## config.mk

```make
export PLATFORM = sky130hd
export DESIGN_NAME = xyz_to_vonkries_gain
export DESIGN_NICKNAME = d
export VERILOG_FILES = /design/src/rtl/xyz_to_vonkries_gain.sv
export SDC_FILE = /design/constraint.sdc
export NUM_CORES = 1
export LEC_CHECK = 0
export CORE_MARGIN = 4
export CORE_UTILIZATION = 55
export DETAILED_ROUTE_END_ITERATION = 10
export PLACE_DENSITY = 0.77
export SYNTH_ARGS = -nofsm -noshare
export SYNTH_HDL_FRONTEND = slang
export SYNTH_SLANG_ARGS = --single-unit
```

## constraint.sdc

```tcl
create_clock -name clk -period 11.3 [get_ports clk]
set_input_delay 1.695 -clock clk [delete_from_list [all_inputs] [get_ports clk]]
set_output_delay 1.695 -clock clk [all_outputs]
set_load 0.005 [all_outputs]
```

## src/rtl/xyz_to_vonkries_gain.sv

```systemverilog
// Von Kries gains G_c = REF_c / SRC_c from an XYZ white point (Q16.16).
// One restoring divider shared over X, Y, Z; gains saturate at GAIN_MAX.
//
// Ports:
//   clk, rst_n  clock; asynchronous active-low reset
//   xyz_in      source white X=[31:0] Y=[63:32] Z=[95:64], unsigned Q16.16
//   xyz_valid   one-cycle strobe, xyz_in valid
//   gain_out    gains Gx=[31:0] Gy=[63:32] Gz=[95:64], unsigned Q16.16
//   gain_valid  one-cycle pulse, gain_out updated
//   busy        high from capture through the DONE cycle
//   overrun     one-cycle pulse, xyz_valid dropped while busy
module xyz_to_vonkries_gain #(
  parameter int          FRAC_BITS = 16,
  parameter logic [31:0] REF_X     = 32'h0000F352,
  parameter logic [31:0] REF_Y     = 32'h00010000,
  parameter logic [31:0] REF_Z     = 32'h000116BF,
  parameter logic [31:0] GAIN_MAX  = 32'h00040000
) (
  input  logic        clk,
  input  logic        rst_n,
  input  logic [95:0] xyz_in,
  input  logic        xyz_valid,
  output logic [95:0] gain_out,
  output logic        gain_valid,
  output logic        busy,
  output logic        overrun
);

  localparam logic [31:0] UNITY = 32'h00010000;

  typedef enum logic [2:0] {
    IDLE, LOAD, DIV, STORE, DONE
  } state_t;

  state_t      state, state_nx;
  logic [95:0] src;
  logic [95:0] stage;
  logic [1:0]  ch;
  logic [47:0] dvd;
  logic [31:0] dvs;
  logic [32:0] rem;
  logic [47:0] quo;
  logic [5:0]  cnt;

  logic [31:0] ref_c;
  logic [31:0] src_c;
  logic [32:0] rem_sh;
  logic        ge;
  logic [31:0] res;

  always_comb begin
    ref_c = REF_X;
    src_c = src[31:0];
    unique case (ch)
      2'd1: begin
        ref_c = REF_Y;
        src_c = src[63:32];
      end
      2'd2: begin
        ref_c = REF_Z;
        src_c = src[95:64];
      end
      default: ;
    endcase
  end

  // rem < divisor always holds, so bit 32 is only ever needed after the shift
  assign rem_sh = {rem[31:0], dvd[cnt]};
  assign ge     = rem_sh >= {1'b0, dvs};

  // zero divisor bypasses the (meaningless) quotient
  always_comb begin
    res = quo[31:0];
    if (dvs == '0 || quo[47:32] != '0 || quo[31:0] > GAIN_MAX)
      res = GAIN_MAX;
  end

  assign busy    = (state != IDLE);
  assign overrun = xyz_valid && busy;

  always_comb begin
    state_nx = state;
    unique case (state)
      IDLE:  if (xyz_valid) state_nx = LOAD;
      LOAD:  state_nx = DIV;
      DIV:   if (cnt == '0) state_nx = STORE;
      STORE: state_nx = (ch == 2'd2) ? DONE : LOAD;
      DONE:  state_nx = IDLE;
      default: state_nx = IDLE;
    endcase
  end

  always_ff @(posedge clk or negedge rst_n) begin
    if (!rst_n) begin
      state      <= IDLE;
      src        <= '0;
      stage      <= '0;
      ch         <= '0;
      dvd        <= '0;
      dvs        <= '0;
      rem        <= '0;
      quo        <= '0;
      cnt        <= '0;
      gain_out   <= {3{UNITY}};
      gain_valid <= 1'b0;
    end else begin
      state      <= state_nx;
      gain_valid <= 1'b0;
      unique case (state)
        IDLE: if (xyz_valid) begin
          src <= xyz_in;
          ch  <= '0;
        end
        LOAD: begin
          dvd <= {ref_c, {FRAC_BITS{1'b0}}};
          dvs <= src_c;
          rem <= '0;
          quo <= '0;
          cnt <= 6'd47;
        end
        DIV: begin
          if (ge) begin
            rem      <= rem_sh - {1'b0, dvs};
            quo[cnt] <= 1'b1;
          end else begin
            rem <= rem_sh;
          end
          cnt <= cnt - 6'd1;
        end
        STORE: begin
          unique case (ch)
            2'd0:    stage[31:0]  <= res;
            2'd1:    stage[63:32] <= res;
            default: stage[95:64] <= res;
          endcase
          if (ch != 2'd2) ch <= ch + 2'd1;
        end
        DONE: begin
          gain_out   <= stage;
          gain_valid <= 1'b1;
        end
        default: ;
      endcase
    end
  end

endmodule
```

==> results of run 1 <==
==> path summary, 6_finish.rpt <==
kind,endpoint,cells after the start,slack (ns)
hold / removal,stage[0],2,0.47
setup reg to reg,rem[18],16,6.74
max in group asynchronous,cnt[2],3,7.90
setup / recovery,rem[18],16,6.74
hold reg to reg,stage[0],2,0.47
min in group asynchronous,stage[22],1,1.16
==> report_power, final <==
part | leakage (nW) | switching (mW) | internal (mW)
Combinational | 3.64 | 1.17 | 0.781
Sequential | 5.49 | 0.199 | 1.79
Clock | 0.675 | 0.575 | 0.801
Total | 9.81 | 1.95 | 3.37
==> registers in the layout, indices dropped and copies added (netlist names) <==
name        cells
dvs            32
rem            32
quo            48
gain_valid      1
state           3
gain_out       96
ch              2
dvd             4
cnt             6
src            96
stage          96
==> Yosys cell counts, drive strengths merged, types with 2 or more instances <==
cell and n:
dfrtp 413, mux2 193, nand2 180, o21ai 157, clkbuf 87, a21oi 82
nor2 66, a22oi 48, and2 46, inv 43, ha 38, o211ai 31
nor4 20, xnor2 20, nor3 12, nand3 10, a211oi 9, and3 9
mux2i 9, nand4 9, nor2b 9, xor2 8, a21o 7, a31oi 7
buf 7, nand2b 7, o21a 6, o21bai 5, and4 4, nor4b 4
or4 4, a32oi 3, dfstp 3, nand3b 3, o31a 3, o31ai 3
a21boi 2, and4b 2, or3 2
==> worst register-to-register path: cells and delay by family, from the launching register on <==
family                     cells  cell delay, ns
xor gates and xnor gates       1            0.14
buffers and inverters          1            0.18
adders and majority gates      2            0.42
and+or+nand+nor                3            1.18
DFF                            1            0.54
AOI/OAI and AO/OA              9            1.95
==> area by class of cell <==
type	count	area [sq um]	area share
diodes	1	2.50	0.000115
clock buffers	64	1220	0.0562
clock inverters	13	158	0.00724
inverters	43	161	0.00741
multi-input cells	1034	7160	0.329
flip-flops and latches	416	10400	0.478
well taps	442	553	0.0254
repair buffers	213	2110	0.0968
==> logic make-up (layout without fill, tap and decap cells) <==
group / Yosys count / in the layout / synth area share
other: 0 / 1 / 0
AO/OA/AOI/OAI: 374 / 374 / 0.124
multiplexers: 202 / 202 / 0.125
buffers and inverters: 137 / 333 / 0.0292
XOR/XNOR: 28 / 28 / 0.0136
adder cells (fa/ha/maj): 39 / 39 / 0.0274
AND/OR/NAND/NOR: 391 / 391 / 0.104
flip-flops: 416 / 416 / 0.576
==> per-layer routing <==
metal / track usage / vias to the layer above / routed length, um
li1: - / 5931 / -
met1: 0.306 / 6394 / 17500
met2: 0.410 / 360 / 21400
met3: 0.0407 / 74 / 2330
met4: 0.0668 / 4 / 1140
met5: 0 / - / 21
==> through the flow <==
stage | hold WS (ns) | power [mW]
after floorplan | 0.444 | 3.42
after global placement | 0.456 | 3.90
after detailed placement | 0.465 | 3.95
after CTS | 0.479 | 5.35
after global routing | 0.485 | 5.65
final | 0.472 | 5.32
==> qor.yml, run 1 <==
crit_start: "cnt[0]"
fin_skew_ns: 0.0143
synth-async-reset-ratio: 1.00
fillers: 2429
p_per_area_nw_per_um2: 244
crit_fanout: 11
syn_area_per_cell_sq_um: 11.4
critPathRequiredTime_ns: 11.70
slowest_delay_ns: 0.96
postCtsHoldBufs: 0
crit_chain: "inv_1 -> nor2_1 -> o21ai_0 -> a32oi_1 -> o21ai_0 -> a32oi_1 -> ha_1 -> fa_1 -> nor2b_1 -> o31a_1 -> o31a_1 -> nor4_1 -> o21ai_0 -> a21oi_1 -> xnor2_1 -> o21ai_0"
dp_slack_ns: 6.81
period_minus_slack_ns: 4.56
cts.reportedPaths.clkPinSlew_ns: 0.06
crit_buf_inv: 1
utilization: 0.671
cts_root_buffer: "clkbuf_16"
num_vias: 12800
post-synth-top-area-cell: "dfrtp_1"
hold_class: "flip-flop to flip-flop"
p_leak_nw: 9.81
r2r_start: "cnt[0]"
ir_worst_vdd_mv: 0.172
fp.dieArea_sq_um: 35800
syn-num-nets: 1725
fmax_mhz: 219
synth-main-ff-cell: "dfrtp_1"
cp-start-kind: "flip-flop"
worstMarginPinSlew_ns: 1.22
synth_area_leaders: "dfrtp_1, mux2_2, o21ai_0"
setup_violations: 0
wl_per_cell_um: 19.1
cpMostUsedCell: "o21ai_0"
dieWidth_um: 189
status: "finished clean"
cap_violations: 0
start_util: 0.557
end_kind: "flip-flop"
grt_use_total: 0.235
critPathSlowestCell: "nor4_1"
netlist_instances: 1587
core_area_sq_um: 32500
worst-endpoint-arrival_ns: 4.96
hp-start: "stage[0]"
cts_resized: 0
synth-edff-count: 0
ant_nets: 0
rows: 66
gp_congestion: 0.889
syn_area_sq_um: 18100
final_cells: 2226
fin_area_sq_um: 21800
setup_ws_ns: 6.74
drc: 0
crit_family: "compound AO/OA/AOI/OAI gates"
cts_buffer_depth: 3
cts_made_buffers: 43
synth_top_cell_area_share: 0.572
dpl.cell_count: 2148
rsz0062_at_grt: "no"
via_per_inst: 5.73
die_h_um: 189
grt_pass1_vias: 12800
layout_commonest_cell: "dfrtp_1"
grt-ovfl-total: 0
area_growth_pct: 20.5
clock_latency_ns: 0.54
dp_hpwl_mm: 28.9
post_cts_buffers: 0
path_class: "flip-flop to flip-flop"
final_nets: 1889
cts_max_level: 2
maxSlewViolCount: 0
ys_ff_latch: 416
drive_above_1_share: 0.162
place_area_sq_um: 20400
grt_pass1_wl_mm: 68.6
num_io_pins: 198
cts_sinks: 416
drt_first_pass_iters: 5
hold_viol: 0
fin_crit_sh: 0.404
grt_start_max_net_pins: 183
antenna_found_initial: 3
relSlewSlack: 0.188
cts_tree: "done"
fin_setup_tns_ns: 0
drt-initial-drc-count: 888
synth_seq_area_share: 0.576
layout_common_cells: "dfrtp_1, clkdlybuf4s50_1, mux2_2"
ys_types: 61
place.port_buffers: 197
yosys_warnings: 0
wirelength_mm: 42.5
Note: power is estimated with default switching activity, not from simulation.
==> inputs of run 2 (changes only) <==
==> constraint.sdc (replaced) <==
create_clock -name clk -period 4.3 [get_ports clk]
set_input_delay 0.645 -clock clk [delete_from_list [all_inputs] [get_ports clk]]
set_output_delay 0.645 -clock clk [all_outputs]
set_load 0.005 [all_outputs]
==> run 2 against run 1 <==
First-iteration DRC count down 1.2%; total power rose to 2.7 times the previous value; via count fell by 0.40%; critical path depth shrank 1; fmax up 20%; die area unchanged; register-to-register slack got worse by 6.2 ns; clock skew is 0.0052 ns higher; worst setup slack got worse by 6.2 ns; critical endpoint is now rem[10].
==> qor.yml, run 2 (synthesis gave the netlist of run 1 again) <==
critPathRequiredTime_ns: 4.70  # -7.00 ns
via_per_inst: 5.70  # -0.62%
drc: 0  # unchanged
period_minus_slack_ns: 3.81  # -0.756 ns
fin_crit_sh: 0.885  # +0.481
grt_use_total: 0.240  # +0.00461
postCtsHoldBufs: 0  # unchanged
holdWs_ns: 0.175  # -0.297 ns
final_cells: 2231  # +0.22%
relSlewSlack: 0.341  # +0.153
layout_common_cells: "dfrtp_1, clkdlybuf4s50_1, mux2_2"
place.port_buffers: 197  # unchanged
fmax_mhz: 263  # +20%
status: "finished clean"
post_cts_buffers: 0  # unchanged
end_kind: "flip-flop"
start_util: 0.557  # unchanged
hold_class: "input port to asynchronous set/reset pin"
crit_family: "compound AO/OA/AOI/OAI gates"
die_h_um: 189  # unchanged
path_depth: 15  # -1
slowest_delay_ns: 0.55  # -0.41 ns
r2r-end: "rem[10]"
final_nets: 1891  # +0.11%
area_growth_pct: 21.3
fp.dieArea_sq_um: 35800  # unchanged
crit_fanout: 20  # +9
cts_root_buffer: "clkbuf_16"
worstMarginPinSlew_ns: 0.987  # -0.231 ns
num_vias: 12700  # -0.40%
grt-ovfl-total: 0  # unchanged
cts_made_buffers: 42  # -2.3%
cts_tree: "done"
fillers: 2372  # -2.3%
cts.reportedPaths.clkPinSlew_ns: 0.06  # about the same
dieWidth_um: 189  # unchanged
ir_worst_vdd_mv: 0.460  # +170%
num_io_pins: 198  # unchanged
worst-endpoint-arrival_ns: 4.20  # -0.76 ns
antenna_found_initial: 2  # -1
p_leak_nw: 9.88  # +0.73%
dp_hpwl_mm: 29.4  # +1.8%
cts_max_level: 2  # unchanged
path_class: "flip-flop to flip-flop"
core_area_sq_um: 32500  # unchanged
p_per_area_nw_per_um2: 645  # +160%
grt_pass1_wl_mm: 69.8  # +1.8%
clock_latency_ns: 0.54  # about the same
cap_violations: 0  # unchanged
largestRegisters: "gain_out: 96 flops, src: 96 flops, stage: 96 flops"
reg2reg_slack_ns: 0.49  # -6.24 ns
wirelength_mm: 42.9  # +0.94%
fin_area_sq_um: 21900  # +0.63%
grt_start_max_net_pins: 123  # -33%
crit_chain: "nand3b_1 -> a21oi_1 -> a31oi_1 -> o21ai_0 -> a32oi_1 -> ha_1 -> nand2b_1 -> a211oi_1 -> o2111ai_1 -> a21oi_1 -> a21oi_2 -> buf_4 -> and2_1 -> a22oi_1 -> o21ai_0"
critPathSlowestCell: "dfrtp_1"
cts_resized: 0  # unchanged
gp_congestion: 0.910  # +2.4%
fin_setup_tns_ns: 0  # unchanged
grt_pass1_vias: 13100  # +2.6%
setup_violations: 0  # unchanged
drt-initial-drc-count: 877  # -1.2%
layout_commonest_cell: "dfrtp_1"
rsz0062_at_grt: "no"
reg2reg_depth: 15  # -1
maxSlewViolCount: 0  # unchanged
ant_nets: 0  # unchanged
wl_per_cell_um: 19.2  # +0.72%
fin_skew_ns: 0.0195  # +0.00522 ns
drt_first_pass_iters: 5  # unchanged
drive_above_1_share: 0.167  # +0.00579
crit_buf_inv: 1  # unchanged
cts_sinks: 416  # unchanged
dpl.cell_count: 2151  # +0.14%
r2r_start: "cnt[2]"
cts_buffer_depth: 3  # unchanged
rows: 66  # unchanged
hold_viol: 0  # unchanged
cp-start-kind: "flip-flop"
place_area_sq_um: 20500  # +0.42%
-- run 2: worst max-delay path by stage --
stage / startpoint / end / slack [ns]
6_report: cnt[2] / rem[10] / 0.49
5_1_grt: cnt[0] / rem[24] / 0.09
4_1_cts: cnt[2] / rem[10] / 0.51
3_5_place_dp: cnt[2] / rem[16] / 0.52
3_3_place_gp: cnt[2] / rem[26] / 0.68
2_1_floorplan: cnt[0] / rem[18] / 0.69
-- run 2: layer usage --
metal  vias to the layer above  GRT usage  wire [um]
met5                         -          0          0
met4                         0     0.0754       1320
met3                        78     0.0437       2380
met2                       329      0.415      21400
met1                      6344      0.309      17800
li1                       5961          -          -
-- run 2: through the flow --
stage / setup slack [ns] / power (mW) / utilization
after detailed placement: 0.525 / 10.4 / 0.631
after CTS: 0.506 / 14.2 / 0.675
final: 0.494 / 14.1 / 0.675
after global placement: 0.681 / 10.3 / 0.631
after global routing: 0.0913 / 15.0 / 0.675
after floorplan: 0.686 / 8.99 / -
-- run 2: cell type report --
cell class                 count  area, sq um  share of cell area
sequential                   416        10400               0.475
clock buffer                  63         1280              0.0584
multi-input combinational   1034         7160               0.327
inverter                      43          161             0.00736
tap                          442          553              0.0252
clock inverter                15          150             0.00685
timing repair buffer         216         2190               0.100
antenna                        2         5.00            0.000228
-- run 2: report_power, final --
group | switching [mW] | leakage [nW] | internal [mW]
Clock | 1.52 | 0.714 | 2.19
Sequential | 0.540 | 5.49 | 4.71
Combinational | 3.09 | 3.68 | 2.09
==> inputs of run 3 (changes only) <==
--- a/config.mk
+++ b/config.mk
@@ -6,9 +6,9 @@
 export NUM_CORES = 1
 export LEC_CHECK = 0
 export CORE_MARGIN = 4
-export CORE_UTILIZATION = 55
+export CORE_UTILIZATION = 57
 export DETAILED_ROUTE_END_ITERATION = 10
-export PLACE_DENSITY = 0.77
+export PLACE_DENSITY = 0.8
 export SYNTH_ARGS = -nofsm -noshare
 export SYNTH_HDL_FRONTEND = slang
 export SYNTH_SLANG_ARGS = --single-unit
==> run 3 against run 2 <==
Clock power up 5.7%; register-to-register slack worse by 0.15 ns; global-route usage up 2.0 points; critical endpoint is now rem[18]; highest routed layer unchanged.
==> qor.yml, run 3 (synthesis gave the netlist of run 1 again) <==
num_io_pins: 198  # unchanged
gp_congestion: 0.913  # +0.23%
ant_nets: 0  # unchanged
drive_above_1_share: 0.164  # -0.00345
die_h_um: 186  # -1.7%
grt_use_total: 0.260  # +0.0200
fp.dieArea_sq_um: 34600  # -3.4%
crit_start: "cnt[0]"
via_per_inst: 5.94  # +4.3%
place.port_buffers: 197  # unchanged
cap_violations: 0  # unchanged
reg2reg_depth: 16  # +1
critPathSlowestCell: "and2_1"
cts_sinks: 416  # unchanged
worstMarginPinSlew_ns: 1.24  # +0.253 ns
crit_buf_inv: 2  # +1
final_nets: 1892  # +0.053%
fin_skew_ns: 0.0105  # -0.00899 ns
slowest_delay_ns: 0.58  # +0.03 ns
holdWs_ns: 0.161  # -0.0139 ns
end_kind: "flip-flop"
worst-endpoint-arrival_ns: 4.41  # +0.21 ns
p_per_area_nw_per_um2: 659  # +2.1%
wl_per_cell_um: 20.4  # +6.1%
drc: 0  # unchanged
cts_made_buffers: 43  # +2.4%
clock_latency_ns: 0.55  # about the same
num_vias: 13000  # +2.2%
r2r_start: "cnt[0]"
start_util: 0.585  # +0.0278
grt-ovfl-total: 0  # unchanged
fin_crit_sh: 0.920  # +0.0349
hold_class: "input port to asynchronous set/reset pin"
critPathRequiredTime_ns: 4.76  # +0.06 ns
wirelength_mm: 44.6  # +4.0%
cts_tree: "done"
core_area_sq_um: 30900  # -4.8%
grt_start_max_net_pins: 119  # -3.3%
layout_common_cells: "dfrtp_1, clkdlybuf4s50_1, mux2_2"
cpMostUsedCell: "o21ai_0"
p_leak_nw: 9.90  # +0.21%
cts_buffer_depth: 3  # unchanged
cts_root_buffer: "clkbuf_16"
cts.reportedPaths.clkPinSlew_ns: 0.06  # about the same
hold_viol: 0  # unchanged
rows: 64  # -3.0%
grt_pass1_wl_mm: 71.3  # +2.1%
postCtsHoldBufs: 0  # unchanged
cp-start-kind: "flip-flop"
largestRegisters: "gain_out: 96 flops, src: 96 flops, stage: 96 flops"
drt_first_pass_iters: 5  # unchanged
layout_commonest_cell: "dfrtp_1"
period_minus_slack_ns: 3.96  # +0.150 ns
rsz0062_at_grt: "no"
crit_family: "compound AO/OA/AOI/OAI gates"
fin_setup_tns_ns: 0  # unchanged
crit_chain: "inv_1 -> nor2_1 -> o21ai_0 -> a32oi_1 -> o21ai_0 -> a32oi_1 -> ha_1 -> nand2b_1 -> a211oi_1 -> o2111ai_1 -> a21oi_1 -> a21oi_2 -> buf_4 -> and2_1 -> a22oi_1 -> o21ai_0"
grt_pass1_vias: 13300  # +1.4%
cts_resized: 0  # unchanged
maxSlewViolCount: 0  # unchanged
crit_fanout: 17  # -15%
area_growth_pct: 21.3  # about the same
post_cts_buffers: 0  # unchanged
relSlewSlack: 0.174  # -0.167
reg2reg_slack_ns: 0.34  # -0.15 ns
setup_violations: 0  # unchanged
dieWidth_um: 186  # -1.7%
power_mw: 14.4  # +2.1%
drt-initial-drc-count: 987  # +13%
r2r-end: "rem[18]"
antenna_found_initial: 2  # unchanged
path_class: "flip-flop to flip-flop"
dp_hpwl_mm: 30.2  # +2.6%
fmax_mhz: 253  # -3.8%
status: "finished clean"
cts_max_level: 2  # unchanged
ir_worst_vdd_mv: 0.423  # -8.1%
-- run 3: cell count changes in the layout (fill, tap and decap cells not counted), sizes merged --
cell	delta
bufinv	+3
clkinvlp	-1
clkbuf	+6
inv	-1
clkinv	-6
-- run 3: worst register-to-register path: cells and delay by family, from the launching register on --
kind | cells | cell delay, ns
compound gates | 10 | 1.87
fa+ha+maj | 1 | 0.21
buf+inv | 2 | 0.44
flops | 1 | 0.53
simple gates | 3 | 0.82
-- run 3: per-layer routing --
| layer | track usage | share of wire |
|---|---|---|
| met5 | 0 | 0 |
| met4 | 0.0936 | 0.039 |
| met3 | 0.0578 | 0.068 |
| met2 | 0.438 | 0.49 |
| met1 | 0.333 | 0.40 |
-- run 3: how the worst max path moves through the flow --
| stage | to | slack, ns | depth (start not counted) |
|---|---|---|---|
| after floorplan | rem[18] | 0.69 | 17 |
| after global placement | rem[30] | 0.60 | 16 |
| after detailed placement | rem[19] | 0.39 | 16 |
| after CTS | rem[26] | 0.38 | 16 |
| after global routing | rem[26] | 0.03 | 15 |
| final | rem[18] | 0.34 | 16 |
-- run 3: metrics by stage --
step | area [sq um] | util | std cells | setup slack [ns]
after global routing | 21900 | 0.709 | 2186 | 0.0292
after floorplan | 18100 | - | 1587 | 0.686
after detailed placement | 20400 | 0.660 | 2105 | 0.393
final | 21900 | 0.709 | 2186 | 0.344
after global placement | 20400 | 0.660 | 2105 | 0.601
after CTS | 21900 | 0.709 | 2184 | 0.375
-- run 3: final cells by class --
type                       count  area (sq um)
tap                          396           495
clock inverter                10           190
inverter                      43           161
fill                        2135          8980
timing repair buffer         216          2180
clock buffer                  69          1320
sequential                   416         10400
multi-input combinational   1034          7160
antenna                        2          5.00
-- run 3: power breakdown --
part	switching (mW)	internal [mW]	total, mW
clock network	1.52	2.40	3.92
registers	0.544	4.71	5.25
logic	3.19	2.08	5.27
total	5.25	9.19	14.4
